==> src/rtl/tick_generator.sv <==
// Timebase for the digital clock: seconds, half-second, blink and display-refresh strobes.
// Optional macro TICKGEN_SPEEDUP_EN enables the speed_sel_i time-scaling for setting/test.
module tick_generator #(
    parameter int unsigned CLK_HZ     = 100_000_000,
    parameter int unsigned REFRESH_HZ = 1000
) (
    input  logic       clk,
    input  logic       rst_i,
    input  logic       en_i,
    input  logic       clr_i,
    input  logic [1:0] speed_sel_i,
    output logic       tick_1hz_o,
    output logic       tick_2hz_o,
    output logic       blink_o,
    output logic       tick_refresh_o
);

    localparam int unsigned SEC_W   = $clog2(CLK_HZ);
    localparam int unsigned REF_DIV = CLK_HZ / REFRESH_HZ;
    localparam int unsigned REF_W   = $clog2(REF_DIV);

    localparam logic [31:0] TERM_0   = 32'(CLK_HZ - 1);
    localparam logic [31:0] HALF_0   = 32'((TERM_0 + 32'd1) / 32'd2 - 32'd1);
    localparam logic [31:0] REF_LAST = 32'(REF_DIV - 1);

    logic [SEC_W-1:0] sec_cnt_q, sec_cnt_d;
    logic [REF_W-1:0] ref_cnt_q, ref_cnt_d;
    logic             tick_1hz_d, tick_2hz_d, blink_d, tick_ref_d;
    logic [31:0]      term_c, half_c;

`ifdef TICKGEN_SPEEDUP_EN
    localparam logic [31:0] TERM_1 = 32'(CLK_HZ / 10 - 1);
    localparam logic [31:0] TERM_2 = 32'(CLK_HZ / 100 - 1);
    localparam logic [31:0] TERM_3 = 32'(CLK_HZ / 1000 - 1);
    localparam logic [31:0] HALF_1 = 32'((TERM_1 + 32'd1) / 32'd2 - 32'd1);
    localparam logic [31:0] HALF_2 = 32'((TERM_2 + 32'd1) / 32'd2 - 32'd1);
    localparam logic [31:0] HALF_3 = 32'((TERM_3 + 32'd1) / 32'd2 - 32'd1);

    logic [1:0] spd_q, spd_d;

    // Terminal and half counts for the currently active speed
    always_comb begin
        term_c = TERM_0;
        half_c = HALF_0;
        case (spd_q)
            2'd1: begin term_c = TERM_1; half_c = HALF_1; end
            2'd2: begin term_c = TERM_2; half_c = HALF_2; end
            2'd3: begin term_c = TERM_3; half_c = HALF_3; end
            default: ;
        endcase
    end
`else
    logic [1:0] unused_speed_sel;

    assign unused_speed_sel = speed_sel_i;
    assign term_c           = TERM_0;
    assign half_c           = HALF_0;
`endif

    // Seconds channel: clear beats speed change, which beats counting
    always_comb begin
        sec_cnt_d  = sec_cnt_q;
        tick_1hz_d = 1'b0;
        tick_2hz_d = 1'b0;
        blink_d    = blink_o;
`ifdef TICKGEN_SPEEDUP_EN
        spd_d      = spd_q;
`endif
        if (clr_i) begin
            sec_cnt_d = '0;
            blink_d   = 1'b1;
        end
`ifdef TICKGEN_SPEEDUP_EN
        else if (speed_sel_i != spd_q) begin
            spd_d     = speed_sel_i;
            sec_cnt_d = '0;
            blink_d   = 1'b1;
        end
`endif
        else if (en_i) begin
            if (32'(sec_cnt_q) == term_c) begin
                sec_cnt_d  = '0;
                tick_1hz_d = 1'b1;
                tick_2hz_d = 1'b1;
                blink_d    = 1'b1;
            end else begin
                sec_cnt_d = sec_cnt_q + SEC_W'(1);
                if (32'(sec_cnt_q) == half_c) begin
                    tick_2hz_d = 1'b1;
                    blink_d    = 1'b0;
                end
            end
        end
    end

    // Refresh channel free-runs independently of enable, clear and speed
    always_comb begin
        tick_ref_d = (32'(ref_cnt_q) == REF_LAST);
        ref_cnt_d  = tick_ref_d ? '0 : ref_cnt_q + REF_W'(1);
    end

    always_ff @(posedge clk or posedge rst_i) begin
        if (rst_i) begin
            sec_cnt_q      <= '0;
            ref_cnt_q      <= '0;
            tick_1hz_o     <= 1'b0;
            tick_2hz_o     <= 1'b0;
            blink_o        <= 1'b1;
            tick_refresh_o <= 1'b0;
        end else begin
            sec_cnt_q      <= sec_cnt_d;
            ref_cnt_q      <= ref_cnt_d;
            tick_1hz_o     <= tick_1hz_d;
            tick_2hz_o     <= tick_2hz_d;
            blink_o        <= blink_d;
            tick_refresh_o <= tick_ref_d;
        end
    end

`ifdef TICKGEN_SPEEDUP_EN
    always_ff @(posedge clk or posedge rst_i) begin
        if (rst_i) spd_q <= 2'd0;
        else       spd_q <= spd_d;
    end
`endif

endmodule

==> config.mk <==
export PLATFORM = sky130hd
export DESIGN_NAME = tick_generator
export DESIGN_NICKNAME = d
export VERILOG_FILES = /design/src/rtl/tick_generator.sv
export SDC_FILE = /design/constraint.sdc
export NUM_CORES = 1
export LEC_CHECK = 0
export ABC_AREA = 0
export BUFFER_PORTS_ARGS = -buffer_cell sky130_fd_sc_hd__buf_2
export CORE_MARGIN = 1
export CORE_UTILIZATION = 35
export CTS_BUF_LIST = sky130_fd_sc_hd__clkbuf_4
export DETAILED_ROUTE_END_ITERATION = 8
export HOLD_SLACK_MARGIN = 0.1
export SYNTH_ARGS = -nofsm -noshare
export SYNTH_HDL_FRONTEND = slang
export SYNTH_SLANG_ARGS = --single-unit
==> constraint.sdc <==
create_clock -name clk -period 4.54 [get_ports clk]
set_clock_uncertainty 0.1 [all_clocks]
set_input_delay 0.454 -clock clk [delete_from_list [all_inputs] [get_ports clk]]
set_output_delay 0.454 -clock clk [all_outputs]
set_load 0.02 [all_outputs]
==> qor.txt <==
========================================================================================
Outcome                                                                     finished, final reports clean
Number of cells produced by synthesis                                                251
Filler cells                                                                         687
Clock latency reported for the late side of the worst-skew pair                  0.37 ns
Sequential share of power                                                          0.612
Starting DRC count in detailed routing                                               111
RD Place Congestion                                                                0.760
Initial Util                                                                       0.363
Antenna violations before repair                                                       0
Launch point of the critical path                                           sec_cnt_q[8]$_DFFE_PP0P_
Leading area contributor after synthesis                                    sky130_fd_sc_hd__dfrtp_1
Global-route wire length before repair                                           8220 µm
Number of global-route vias before repair                                           1714
DR vias/cell                                                                        5.27
GRT Overall Usage                                                                  0.140
Average wire length per cell after detail routing                                13.2 µm
Relative area change from synthesis to final layout                                7.37%
Sinks on Clock Net                                                                    48
Actual transition at the worst max-transition pin                                1.07 ns
Warning count from the yosys run                                                       0
Startpoint Class                                                               flip-flop
Largest fanout on the critical path                                                   25
Achievable clock frequency                                                       394 MHz
Hold buffer count at cts                                                               0
Top cells by area, synth                                                    sky130_fd_sc_hd__dfrtp_1 47%, sky130_fd_sc_hd__xnor2_1 5.3%, sky130_fd_sc_hd__xor2_1 3.5%
Power density over the cells                                                  264 nW/µm²
Depth of the worst register-to-register path                                           4
Clock tree from TritonCTS                                                          built
Diode insertion count for antenna repair                                               0
Number of rows created at floorplan                                                   30
Critical Path RT                                                                 4.65 ns
CTS max path bufs                                                                      2
Overall overflow remaining after global route                                          0
Placeable core area                                                             6830 µm²
Unrepaired setup endpoints after global routing                                    false
Internal power                                                                0.000548 W
Tot Pwr                                                                       0.000703 W
Syn_area_per_cell                                                               9.88 µm²
Drt total wl                                                                     4630 µm
Post-route ant nets                                                                    0
Clock share of power                                                               0.360
Max VDD drop                                                                  0.000112 V
Die Y                                                                            86.2 µm
First-pass iteration count of the detailed router                                      4
Portion of the clock cycle consumed by the worst path in the final layout          0.560
Reported net switching power                                                  0.000156 W
Maximum number of pins on one net before global-route repair                          49
Total number of H-tree levels                                                          2
Total via count after detailed routing                                              1850
Portion of the post-synthesis area used by sequential elements                     0.485
CTS clock-pin slew for the worst setup and hold paths                            0.14 ns
Number of distinct standard cells referenced by the synthesized netlist               42
Number of input and output port buffers inserted                                       7
Crit path to                                                                sec_cnt_q[23]$_DFFE_PP0P_
Net count reported at finish                                                         262
Worst slew margin relative to its limit                                            0.289
Cts bufs inserted                                                                      5
# Max-Cap Violations                                                                   0
Count of pins on the block boundary                                                   10
Leakage power summed over all cells                                              1.01 nW
Kind of critical path                                                       flip-flop to flip-flop
Post-route DRC                                                                         0
Synth top area share                                                               0.475
Area of the die                                                                 7420 µm²
Reg-to-reg startpoint                                                       sec_cnt_q[8]$_DFFE_PP0P_
Ratio of cells with drive above 1 in the final layout                              0.106
Number of synthesized register bits                                                   48
Slew Limit Fails                                                                       0
Die boundary width                                                               86.2 µm
HPWL reported at the end of detailed placement                                   3110 µm
FF-to-FF setup slack                                                             2.00 ns
Final setup fails                                                                      0
Crit end category                                                              flip-flop
Type of the worst min-delay path                                            input pin to async pin
Crit path DAT                                                                    2.65 ns
Root buf cell                                                               sky130_fd_sc_hd__clkbuf_4
Net count of the mapped netlist                                                      259
Worst flop-to-flop path endpoint                                            sec_cnt_q[23]$_DFFE_PP0P_
Number of gates resized after cts                                                      0
Setup Total Neg Slack                                                               0 ns
Share of power burned in combinational logic                                       0.028
Buffers inserted during post-CTS setup optimization                                    0
Number of hold-slack violations in the final timing report                             0
Netlist area before placement                                                   2480 µm²
Final worst path period need                                                     2.54 ns
Switching portion of total power                                                   0.222
========================================================================================
[area by class of cell]
| class | instances | area (µm²) | share of cell area |
|---|---|---|---|
| Clock buffer | 5 | 37.5 | 0.0141 |
| Multi-Input combinational cell | 187 | 1200 | 0.453 |
| Timing Repair Buffer | 7 | 35.0 | 0.0132 |
| Tap cell | 96 | 120 | 0.0451 |
| Clock inverter | 3 | 42.5 | 0.0160 |
| Inverter | 5 | 18.8 | 0.00705 |
| Sequential cell | 48 | 1200 | 0.452 |
[power by group through the flow]
| stage | registers (W) | clock network (W) | logic (W) |
|---|---|---|---|
| 6_report | 0.000431 | 0.000253 | 0.0000195 |
| 5_1_grt | 0.000431 | 0.000281 | 0.0000235 |
| 4_1_cts | 0.000431 | 0.000262 | 0.0000208 |
| 3_5_place_dp | 0.000439 | 0 | 0.0000208 |
| 3_3_place_gp | 0.000439 | 0 | 0.0000207 |
| 2_1_floorplan | 0.000439 | 0 | 0.0000144 |
[kinds of logic after synthesis]
group                      share of synthesized area
AOI/OAI and AO/OA                              0.103
DFF                                            0.485
xor gates and xnor gates                      0.0883
and+or+nand+nor                                0.280
adders and majority gates                     0.0101
muxes                                        0.00404
buffers and inverters                         0.0288
[Yosys cell counts, drive strengths merged]
cell,instances
dfstp,1
nand2b,3
inv,5
buf,4
o2111a,1
o31ai,11
o211ai,2
o2bb2ai,1
xor2,10
dfrtp,47
nand4,11
nor3b,1
nor4,6
nand4b,1
or2,1
nand4bb,1
mux2i,1
or4,12
and3,3
nand3,18
or4bb,1
a21oi,16
xnor2,15
or4b,1
and4,7
clkbuf,7
nand2,18
o21ai,6
nor2,23
or3,5
ha,2
o21bai,1
nor3,7
nor2b,2
[layout by cell type, fill, tap and decap left out, types with 10 or more instances in the layout]
master / n
sky130_fd_sc_hd__a21oi_1: 15
sky130_fd_sc_hd__o31ai_1: 11
sky130_fd_sc_hd__dfrtp_1: 47
sky130_fd_sc_hd__nand4_1: 11
sky130_fd_sc_hd__nand2_1: 18
sky130_fd_sc_hd__xnor2_1: 15
sky130_fd_sc_hd__nand3_1: 17
sky130_fd_sc_hd__nor2_1: 23
sky130_fd_sc_hd__or4_1: 11
sky130_fd_sc_hd__xor2_1: 10
[flip-flops by register name (all words and copies together), names as in the netlist]
| name | cells |
|---|---|
| tick_2hz_o | 1 |
| ref_cnt_q | 17 |
| tick_refresh_o | 1 |
| blink_o | 1 |
| sec_cnt_q | 27 |
| tick_1hz_o | 1 |
[routing by layer]
| layer | global-route usage | vias to the layer above | share of wire |
|---|---|---|---|
| li1 | - | 927 | - |
| met1 | 0.199 | 892 | 0.52 |
| met2 | 0.212 | 26 | 0.44 |
| met3 | 0.0260 | 5 | 0.027 |
| met4 | 0.0500 | 0 | 0.016 |
| met5 | 0 | - | 0 |
[per-stage QoR]
stage,std cells,cell area [µm²],hold slack [ns],worst slack (ns),util
6_report,351,2660,0.197,2.00,0.390
3_3_place_gp,343,2580,0.365,2.07,0.378
3_5_place_dp,343,2580,0.360,2.02,0.378
5_1_grt,351,2660,0.238,1.76,0.390
2_1_floorplan,251,2480,0.340,2.48,-
4_1_cts,351,2660,0.229,2.01,0.390
[worst min path at each step]
stage	startpoint	end	slack (ns)
floorplan	ref_cnt_q[16]$_DFF_PP0_	ref_cnt_q[16]$_DFF_PP0_	0.34
global placement	ref_cnt_q[4]$_DFF_PP0_	ref_cnt_q[4]$_DFF_PP0_	0.36
detailed placement	ref_cnt_q[16]$_DFF_PP0_	ref_cnt_q[16]$_DFF_PP0_	0.36
CTS	rst_i	ref_cnt_q[6]$_DFF_PP0_	0.23
global route	clr_i	sec_cnt_q[2]$_DFFE_PP0P_	0.24
finish	rst_i	sec_cnt_q[6]$_DFFE_PP0P_	0.20
[worst max-delay path, cell delays in order, from the launching register on]
cell,delay [ns]
sky130_fd_sc_hd__dfrtp_1,0.49
sky130_fd_sc_hd__nor4_1,0.62
sky130_fd_sc_hd__nand4_1,0.19
sky130_fd_sc_hd__o21bai_2,0.86
sky130_fd_sc_hd__a21oi_1,0.11
(Power assumes the default switching activity.)
